--- src/rtl/mlp_seq_engine.sv ---
// Time-multiplexed N-layer fully connected network on a single signed fixed-point MAC.
// Inputs and outputs stream over valid/ready; biases and weights come from an external weight ROM.
module mlp_seq_engine #(
    parameter int DATA_W      = 32,
    parameter int FRAC_BITS   = 16,
    parameter int NUM_LAYERS  = 3,
    parameter int IN_SIZE     = 4,
    parameter int HID_SIZE    = 4,
    parameter int OUT_SIZE    = 2,
    parameter int RELU_HIDDEN = 1,
    parameter int ADDR_W      = 16
) (
    input  logic              clk,
    input  logic              rst,
    input  logic              in_valid,
    output logic              in_ready,
    input  logic [DATA_W-1:0] in_data,
    output logic              out_valid,
    input  logic              out_ready,
    output logic [DATA_W-1:0] out_data,
    output logic              w_rd,
    output logic [ADDR_W-1:0] w_addr,
    input  logic [DATA_W-1:0] w_data,
    output logic              busy,
    output logic              sat_flag
);

    localparam int MAX_IH = (IN_SIZE > HID_SIZE) ? IN_SIZE : HID_SIZE;
    localparam int BUF_N  = (MAX_IH > OUT_SIZE) ? MAX_IH : OUT_SIZE;
    localparam int IDX_W  = (BUF_N > 1) ? $clog2(BUF_N) : 1;
    localparam int CNT_W  = $clog2(BUF_N + 4);
    localparam int LAY_W  = $clog2(NUM_LAYERS + 1);
    localparam int PROD_W = 2 * DATA_W;
    localparam int ACC_W  = 2 * DATA_W + 8;
    // Layer l writes buffer !l[0], so the final layer's parity fixes where results live.
    localparam bit U_BUF  = ((NUM_LAYERS - 1) % 2) == 0;
    localparam logic signed [ACC_W-1:0] SAT_MAX = {{(ACC_W-DATA_W+1){1'b0}}, {(DATA_W-1){1'b1}}};
    localparam logic signed [ACC_W-1:0] SAT_MIN = {{(ACC_W-DATA_W+1){1'b1}}, {(DATA_W-1){1'b0}}};

    typedef enum logic [1:0] {S_LOAD, S_COMPUTE, S_UNLOAD} state_t;
    state_t state_reg, state_next;

    logic [CNT_W-1:0]        k_reg, ph_reg, neuron_reg, j_reg;
    logic [LAY_W-1:0]        layer_reg;
    logic [ADDR_W-1:0]       addr_reg;
    logic signed [ACC_W-1:0] acc_reg;
    logic                    sat_reg;

    logic [CNT_W-1:0]         n_in, n_out;
    logic                     last_layer, last_neuron, last_j, src_buf, issue, wb, clamp;
    logic signed [DATA_W-1:0] act_q, sat_val, wb_data;
    logic signed [PROD_W-1:0] prod;
    logic signed [ACC_W-1:0]  shifted, acc_add, bias_acc;

    logic [1:0]         buf_we;
    logic [IDX_W-1:0]   buf_waddr, rd_addr;
    logic [DATA_W-1:0]  buf_wdata;

    // Ping/pong activation buffers; write-first read port so a same-cycle write is seen.
    genvar gi;
    generate
        for (gi = 0; gi < 2; gi++) begin : g_buf
            logic [DATA_W-1:0] mem [BUF_N];
            logic [DATA_W-1:0] rd_q;
            always_ff @(posedge clk) begin
                if (buf_we[gi]) mem[buf_waddr] <= buf_wdata;
                if (buf_we[gi] && buf_waddr == rd_addr) rd_q <= buf_wdata;
                else                                     rd_q <= mem[rd_addr];
            end
        end
    endgenerate

    always_comb begin
        last_layer  = (layer_reg == LAY_W'(NUM_LAYERS - 1));
        n_in        = (layer_reg == '0) ? CNT_W'(IN_SIZE) : CNT_W'(HID_SIZE);
        n_out       = last_layer ? CNT_W'(OUT_SIZE) : CNT_W'(HID_SIZE);
        last_neuron = (neuron_reg == n_out - CNT_W'(1));
        last_j      = (j_reg == CNT_W'(OUT_SIZE - 1));
        src_buf     = layer_reg[0];
        issue       = (state_reg == S_COMPUTE) && (ph_reg <= n_in);
        wb          = (state_reg == S_COMPUTE) && (ph_reg == n_in + CNT_W'(2));
        act_q       = src_buf ? g_buf[1].rd_q : g_buf[0].rd_q;
        prod        = $signed(w_data) * act_q;
        acc_add     = acc_reg + {{(ACC_W-PROD_W){prod[PROD_W-1]}}, prod};
        bias_acc    = {{(ACC_W-DATA_W-FRAC_BITS){w_data[DATA_W-1]}}, w_data, {FRAC_BITS{1'b0}}};
        shifted     = acc_reg >>> FRAC_BITS;
        clamp       = (shifted > SAT_MAX) || (shifted < SAT_MIN);
        if (shifted > SAT_MAX)      sat_val = SAT_MAX[DATA_W-1:0];
        else if (shifted < SAT_MIN) sat_val = SAT_MIN[DATA_W-1:0];
        else                        sat_val = shifted[DATA_W-1:0];
        // ReLU follows saturation and never touches the final linear layer.
        wb_data = (RELU_HIDDEN != 0 && !last_layer && sat_val[DATA_W-1]) ? '0 : sat_val;
    end

    always_comb begin
        buf_we    = '0;
        buf_waddr = '0;
        buf_wdata = in_data;
        rd_addr   = '0;
        if (state_reg == S_LOAD && in_valid) begin
            buf_we[0] = 1'b1;
            buf_waddr = IDX_W'(k_reg);
        end
        if (wb) begin
            if (src_buf) buf_we[0] = 1'b1;
            else         buf_we[1] = 1'b1;
            buf_waddr = IDX_W'(neuron_reg);
            buf_wdata = wb_data;
        end
        // Activation i is fetched one cycle ahead so it meets weight i in the MAC.
        if (state_reg == S_COMPUTE && ph_reg >= CNT_W'(1) && ph_reg <= n_in)
            rd_addr = IDX_W'(ph_reg - CNT_W'(1));
        else if (state_reg == S_UNLOAD)
            rd_addr = (out_ready && !last_j) ? IDX_W'(j_reg + CNT_W'(1)) : IDX_W'(j_reg);
    end

    always_ff @(posedge clk or negedge rst) begin
        if (!rst) state_reg <= S_LOAD;
        else      state_reg <= state_next;
    end

    always_comb begin
        state_next = state_reg;
        in_ready   = 1'b0;
        out_valid  = 1'b0;
        busy       = 1'b0;
        w_rd       = issue;
        w_addr     = addr_reg;
        sat_flag   = sat_reg;
        out_data   = U_BUF ? g_buf[1].rd_q : g_buf[0].rd_q;
        case (state_reg)
            S_LOAD: begin
                in_ready = 1'b1;
                if (in_valid && k_reg == CNT_W'(IN_SIZE - 1)) state_next = S_COMPUTE;
            end
            S_COMPUTE: begin
                busy = 1'b1;
                if (wb && last_neuron && last_layer) state_next = S_UNLOAD;
            end
            S_UNLOAD: begin
                busy      = 1'b1;
                out_valid = 1'b1;
                if (out_ready && last_j) state_next = S_LOAD;
            end
            default: state_next = S_LOAD;
        endcase
    end

    always_ff @(posedge clk or negedge rst) begin
        if (!rst) begin
            k_reg      <= '0;
            ph_reg     <= '0;
            neuron_reg <= '0;
            j_reg      <= '0;
            layer_reg  <= '0;
            addr_reg   <= '0;
            acc_reg    <= '0;
            sat_reg    <= 1'b0;
        end else begin
            case (state_reg)
                S_LOAD: begin
                    if (in_valid) begin
                        if (k_reg == '0) sat_reg <= 1'b0;
                        if (k_reg == CNT_W'(IN_SIZE - 1)) begin
                            k_reg      <= '0;
                            ph_reg     <= '0;
                            neuron_reg <= '0;
                            layer_reg  <= '0;
                            addr_reg   <= '0;
                        end else begin
                            k_reg <= k_reg + CNT_W'(1);
                        end
                    end
                end
                S_COMPUTE: begin
                    if (issue) addr_reg <= addr_reg + ADDR_W'(1);
                    if (ph_reg == CNT_W'(1))
                        acc_reg <= bias_acc;
                    else if (ph_reg >= CNT_W'(2) && ph_reg <= n_in + CNT_W'(1))
                        acc_reg <= acc_add;
                    if (wb) begin
                        ph_reg <= '0;
                        if (clamp) sat_reg <= 1'b1;
                        if (last_neuron) begin
                            neuron_reg <= '0;
                            layer_reg  <= layer_reg + LAY_W'(1);
                        end else begin
                            neuron_reg <= neuron_reg + CNT_W'(1);
                        end
                    end else begin
                        ph_reg <= ph_reg + CNT_W'(1);
                    end
                end
                S_UNLOAD: begin
                    if (out_ready) j_reg <= last_j ? '0 : j_reg + CNT_W'(1);
                end
                default: ;
            endcase
        end
    end

endmodule

--- config.mk ---
export PLATFORM = sky130hd
export DESIGN_NAME = mlp_seq_engine
export DESIGN_NICKNAME = d
export VERILOG_FILES = /design/src/rtl/mlp_seq_engine.sv
export SDC_FILE = /design/constraint.sdc
export NUM_CORES = 2
export LEC_CHECK = 0
export BUFFER_PORTS_ARGS = -buffer_cell sky130_fd_sc_hd__clkbuf_2
export CORE_MARGIN = 5
export CORE_UTILIZATION = 55
export DETAILED_ROUTE_END_ITERATION = 8
export PLACE_DENSITY = 0.71
export SYNTH_ARGS = -nofsm -noshare
export SYNTH_HDL_FRONTEND = slang
export SYNTH_SLANG_ARGS = --single-unit
--- constraint.sdc ---
create_clock -name clk -period 20.2 [get_ports clk]
set_clock_uncertainty 0.05 [all_clocks]
set_input_delay 3.03 -clock clk [delete_from_list [all_inputs] [get_ports clk]]
set_output_delay 3.03 -clock clk [all_outputs]
set_load 0.02 [all_outputs]
## Word-level counts from Yosys, hierarchy flattened

Memories as Yosys holds them, arrays and structs flattened. A register that Yosys moved wholly into a read port is not among the register bits.
Cells that the tools add are included.

- Mux-type cells: 51
- Magnitude comparators: 6
- Equal/unequal tests: 18
- $add $sub $neg: 9
- Reductions and logical operators: 29
- $mul: 1

Operators by type and width:

| cell | number |
|---|---|
| 2-to-1 mux 32 bit | 5 |
| 2-to-1 mux 72 bit | 2 |
| adder 72 bit | 1 |
| multiplier 32 x 32 -> 64 bit | 1 |
| > comparator 56 x 32 -> 1 bit (second input constant) | 1 |
| < comparator 56 x 32 -> 1 bit (second input constant) | 1 |
| 2-to-1 mux 16 bit | 3 |
| case mux 16 bit (2 select lines) | 1 |
| 2-to-1 mux 2 bit | 13 |
| 2-to-1 mux 3 bit | 8 |
| adder 16 x 1 -> 16 bit (second input constant) | 1 |
| 2-to-1 mux 1 bit | 14 |
| adder 3 x 1 -> 3 bit (second input constant) | 4 |
| logical AND 1 bit | 12 |
| case mux 3 bit (2 select lines) | 2 |
| inequality test 2 x 1 -> 1 bit (second input constant) | 5 |
| inequality test 2 bit (second input constant) | 5 |
| AND reduction 5 bit | 2 |
| AND reduction 4 bit | 2 |
| == test 3 x 1 -> 1 bit (second input constant) | 2 |
| less-or-equal comparator 3 bit (second input constant) | 2 |
| case mux 2 bit (3 select lines) | 1 |
| AND reduction 2 bit | 3 |
| AND reduction 3 bit | 2 |
| other kinds (18) | 21 |

- Word-level logic and storage cells: 125
- Bits in writable memories: 256
- Register bits after elaboration: 105
- Memories kept: 2

Memory list:

| memory | words | width | rd ports | clocked after memory_dff | wr ports | RTL line | RTL |
|---|---|---|---|---|---|---|---|
| g_buf[0].mem | 4 | 32 | 1 | 1 | 1 | 63 | `logic [DATA_W-1:0] mem [BUF_N];` |
| g_buf[1].mem | 4 | 32 | 1 | 1 | 1 | 63 |  |

## Longest topological paths before layout

- Word-level depth: 8
- Gate-level depth with buffers: 46
- Gate-level depth less buffers: 42

## Worst setup path after synthesis

No wires, ideal clock.

- Path type: input port to flip-flop
- From: input w_data[31]
- To: register acc_reg[70]
- Stages: 34
- Setup slack: 7.657 ns
- Library setup time: 0.140 ns
- Arrival: 12.353 ns
- Cells stage by stage: clkbuf_1 > nand2_1 > inv_1 > fa_1 > fa_1 > fa_1 > fa_1 > inv_1 > fa_1 > inv_1 > fa_1 > inv_1 > fa_1 > inv_1 > fa_1 > ha_1 > clkbuf_1 > a21o_1 > a21o_1 > a21oi_1 > nor3_1 > a211oi_1 > o211ai_1 > a211oi_2 > nand2_1 > ha_1 > a21o_1 > a21o_1 > a21o_1 > a21o_1 > a21o_1 > a211o_1 > a2111oi_0 > a311oi_1

- Word-level cells in the longest chain between the ends: 4

Ends and longest elaborated chain:

| element | RTL line | RTL |
|---|---|---|
| from (decl) | 23 | `input logic [DATA_W-1:0] w_data,` |
| multiplier 32 x 32 -> 64 bit | 83 | `prod = $signed(w_data) * act_q;` |
| adder 72 bit | 84 | `acc_add = acc_reg + {{(ACC_W-PROD_W){prod[PROD_W-1]}}, prod};` |
| 2-to-1 mux 72 bit | 179 | `else if (ph_reg >= CNT_W'(2) && ph_reg <= n_in + CNT_W'(1))` |
| 2-to-1 mux 72 bit * | 177 | `if (ph_reg == CNT_W'(1))` |
| to (signal assigned) | 178 | `acc_reg <= bias_acc;` |
| to (decl) | 46 | `logic signed [ACC_W-1:0] acc_reg;` |

Every way passes the cells marked *; elsewhere a longest branch is shown, timed or not. The select of a mux whose other input is x is not followed.
A chain may end at the register's enable or synchronous reset.

## Final worst setup path

Ends and elaborated chain as after synthesis.

==> key figures <==
Status
  – Run status: finished clean

Global routing
  – First-pass GRT wire length: 229500 microns
  – Overall track demand over capacity in global routing: 0.2697
  – Largest net degree at the start of global routing: 62
  – Via count of the first global-routing pass: 42070
  – Leftover overflow at the end of global routing: 0
  – Initial antenna violation count: 1

Die
  – Initial cell density of the core: 0.5520
  – Core area: 99860 sq um
  – I/O pin total: 121
  – Die height: 326.6 microns
  – Total die area: 106600 sq um
  – Standard-cell row count: 116
  – Width of the die: 326.6 microns

STA
  – Final setup viols: 0
  – Pins over their slew limit: 0
  – Final Hold Violating Endpoints: 0
  – Final sum of negative setup slack: 0 ps
  – Worst-margin pin slew: 1106 ps
  – Relative slew margins: 0.2608
  – Minimum clock period: 13840 ps
  – RSZ-0062 raised after global routing: no
  – Maximum frequency from static timing analysis: 0.07227 GHz
  – Share of the clock period used by the worst path after layout: 0.6850

Route
  – Vias after detailed routing: 39160
  – Number of iterations in the first detailed-routing pass: 5
  – Iteration-0 DRC count of the detailed router: 2635
  – Routed Antenna Nets: 0
  – Wirelength, routed: 140400 microns
  – Routed via count divided by cell count: 5.746
  – Count of unresolved DRC violations after routing: 0
  – WL/cell: 20.60 microns

Synthesis
  – Number of enable-type register cells in the synthesized netlist: 256
  – Number of synthesized register bits: 363
  – Post-synthesis async set-or-reset flop share: 0.2893
  – Area fraction of the dominant cell type after synthesis: 0.3933
  – Net count after synthesis: 6974
  – Largest area contributor in the synthesized netlist: sky130_fd_sc_hd__fa_1
  – Number of warnings issued by yosys: 0
  – Netlist cell types: 86
  – Netlist area before placement: 55120 sq um
  – Mean instance size in the synthesized netlist: 9.926 sq um
  – Post-synthesis sequential area ratio: 0.1879
  – Gate count after technology mapping: 5553
  – Most used flip-flop cell after synthesis: sky130_fd_sc_hd__edfxtp_1
  – Leading cell types by total area after synthesis: sky130_fd_sc_hd__fa_1, sky130_fd_sc_hd__edfxtp_1, sky130_fd_sc_hd__inv_1, sky130_fd_sc_hd__ha_1, sky130_fd_sc_hd__nand2_1

Clocking
  – Clock buffers created by TritonCTS: 37
  – H-tree depth: 2
  – Number of sinks on the clock net: 363
  – Buffers inserted during post-CTS setup optimization: 0
  – Clock transition time at the flip-flop clock pins of the worst setup and hold paths: 60 ps
  – Post_cts resized: 0
  – Skew-Pair Late Insertion Delay: 540 ps
  – CTS tree: built
  – Maximum clock insertion buffer count: 3
  – Cell chosen for the clock root: sky130_fd_sc_hd__clkbuf_16
  – Cts-stage hold buffer count: 0

Layout
  – Max reg flops: 256
  – Final Util: 0.5816
  – Layout cell share with drive strength beyond 1: 0.06583
  – Non-filler cells, final: 6816
  – Number of nets in the final layout: 6907
  – Area growth from synthesis to final layout: 5.366%
  – Fill cell count: 8531

Placement
  – PortBufs: 120
  – Detailed-placement wirelength estimate: 108400 microns
  – Routability congestion estimate from global placement: 0.9458
  – # placed instances: 6745

Setup path
  – Slowest cell on crit path: sky130_fd_sc_hd__fa_1
  – Critical Setup Path Class: in -> reg
  – Worst endpoint required time: 20540 ps
  – Type of element capturing the critical path: flip-flop
  – Category of the worst setup path launch point: input pin
  – Largest fanout on the critical path: 34
  – Slowest stage delay, CP: 780 ps
  – Cell mode on critical path: sky130_fd_sc_hd__fa_1
  – Crit path arrival time: 14170 ps
  – CP Launch Point: w_data[31]

Worst hold path
  – Hold Path Class: reg -> reg
  – Worst Hold Launch: acc_reg[0]$_DFFE_PN0P_

Job
  – Count of maximum capacitance violations: 0
per-stage QoR:
step	setup slack [ps]	area (sq um)	hold slack, ps
global route	5730	58070	457.7
detailed placement	6058	56880	422.6
finish	6364	58080	436.1
global placement	6273	56880	405.5
CTS	6575	58070	436.4
floorplan	7657	55120	395.3
layer usage:
| metal | GRT usage | wire length (microns) | part of all wire | vias to the layer above |
|---|---|---|---|---|
| met2 | 0.4659 | 69970 | 0.50 | 1340 |
| met5 | 0 | 0 | 0 | - |
| met1 | 0.3721 | 57760 | 0.41 | 20370 |
| met4 | 0.06729 | 4060 | 0.029 | 0 |
| met3 | 0.02646 | 8598 | 0.061 | 249 |
| li1 | - | - | - | 17200 |
critical path: cells and delay by family:
kind                     cells  cell delay [ps]
buffers and inverters        4             1150
AO/OA/AOI/OAI               16             3980
adder cells (fa/ha/maj)     10             4910
XOR/XNOR                     1               90
AND/OR/NAND/NOR              5              990
cell type report:
cell class | instances | area (sq um) | share of cell area
Tap cell | 1298 | 1624 | 0.02796
Antenna cell | 4 | 10.01 | 0.0001724
Sequential cell | 363 | 10360 | 0.1784
Inverter | 986 | 3701 | 0.06373
Clock buffer | 44 | 1015 | 0.01747
Clock inverter | 23 | 171.4 | 0.002951
Timing Repair Buffer | 187 | 1106 | 0.01904
Multi-Input combinational cell | 3911 | 40090 | 0.6903
Yosys cell counts (all sizes together), types with 34 or more instances:
library cell / instances
xnor2: 90
ha: 270
and2: 380
nand2: 834
nand4: 42
inv: 985
o21bai: 34
a21o: 72
clkbuf: 265
fa: 1083
nand3: 35
edfxtp: 256
dfrtp: 105
a21oi: 225
mux4: 64
nor2b: 108
nor2: 139
xor2: 46
o21ai: 191
cells by family (layout without fill, tap and decap cells):
logic type / Yosys count / in the layout / synth area share
fa+ha+maj: 1353 / 1353 / 0.4546
flops: 363 / 363 / 0.1879
xor+xnor: 136 / 136 / 0.02161
compound gates: 686 / 686 / 0.07657
simple gates: 1662 / 1662 / 0.1438
buf+inv: 1279 / 1240 / 0.08746
mux: 74 / 74 / 0.02803
other cells: 0 / 4 / 0
cell usage in the layout, fill, tap and decap left out, types with 6 or more instances in the layout:
master,instances
sky130_fd_sc_hd__o31ai_1,14
sky130_fd_sc_hd__a221oi_1,6
sky130_fd_sc_hd__nor3_1,29
sky130_fd_sc_hd__or2_2,14
sky130_fd_sc_hd__dfrtp_1,105
sky130_fd_sc_hd__edfxtp_1,256
sky130_fd_sc_hd__nand4_1,42
sky130_fd_sc_hd__xor2_1,46
sky130_fd_sc_hd__nor2_1,134
sky130_fd_sc_hd__ha_1,270
sky130_fd_sc_hd__nand3_1,34
sky130_fd_sc_hd__o21a_1,16
sky130_fd_sc_hd__buf_4,68
sky130_fd_sc_hd__a21oi_1,224
sky130_fd_sc_hd__nor4_1,11
sky130_fd_sc_hd__a31oi_1,27
sky130_fd_sc_hd__fa_1,1083
sky130_fd_sc_hd__a211oi_1,20
sky130_fd_sc_hd__o211ai_1,11
sky130_fd_sc_hd__and3_1,14
sky130_fd_sc_hd__nor2b_1,107
sky130_fd_sc_hd__o21bai_1,34
sky130_fd_sc_hd__clkinv_1,8
sky130_fd_sc_hd__a22oi_1,6
sky130_fd_sc_hd__and2_1,380
sky130_fd_sc_hd__nand2b_1,19
sky130_fd_sc_hd__clkbuf_16,39
sky130_fd_sc_hd__nand2_1,831
sky130_fd_sc_hd__a21o_1,72
sky130_fd_sc_hd__o21ai_1,32
sky130_fd_sc_hd__inv_1,984
sky130_fd_sc_hd__xnor2_1,90
sky130_fd_sc_hd__a211o_1,6
sky130_fd_sc_hd__clkbuf_2,119
sky130_fd_sc_hd__or3_1,15
sky130_fd_sc_hd__mux4_2,64
sky130_fd_sc_hd__o21ai_0,157
final timing paths:
| kind | to | slack (ps) | depth (start not counted) |
|---|---|---|---|
| setup / recovery | acc_reg[70]$_DFFE_PN0P_ | 6360 | 36 |
| setup reg to reg | acc_reg[70]$_DFFE_PN0P_ | 7030 | 40 |
| min in group asynchronous | w_addr[15]$_DFFE_PN0P_ | 2480 | 1 |
| max in group asynchronous | acc_reg[12]$_DFFE_PN0P_ | 16230 | 2 |
| hold / removal | acc_reg[0]$_DFFE_PN0P_ | 440 | 2 |
| hold reg to reg | acc_reg[0]$_DFFE_PN0P_ | 440 | 2 |
Power is left out: the tool's default activity adds up to more than one toggle a clock period on the data nets, which glitch-free logic cannot reach.
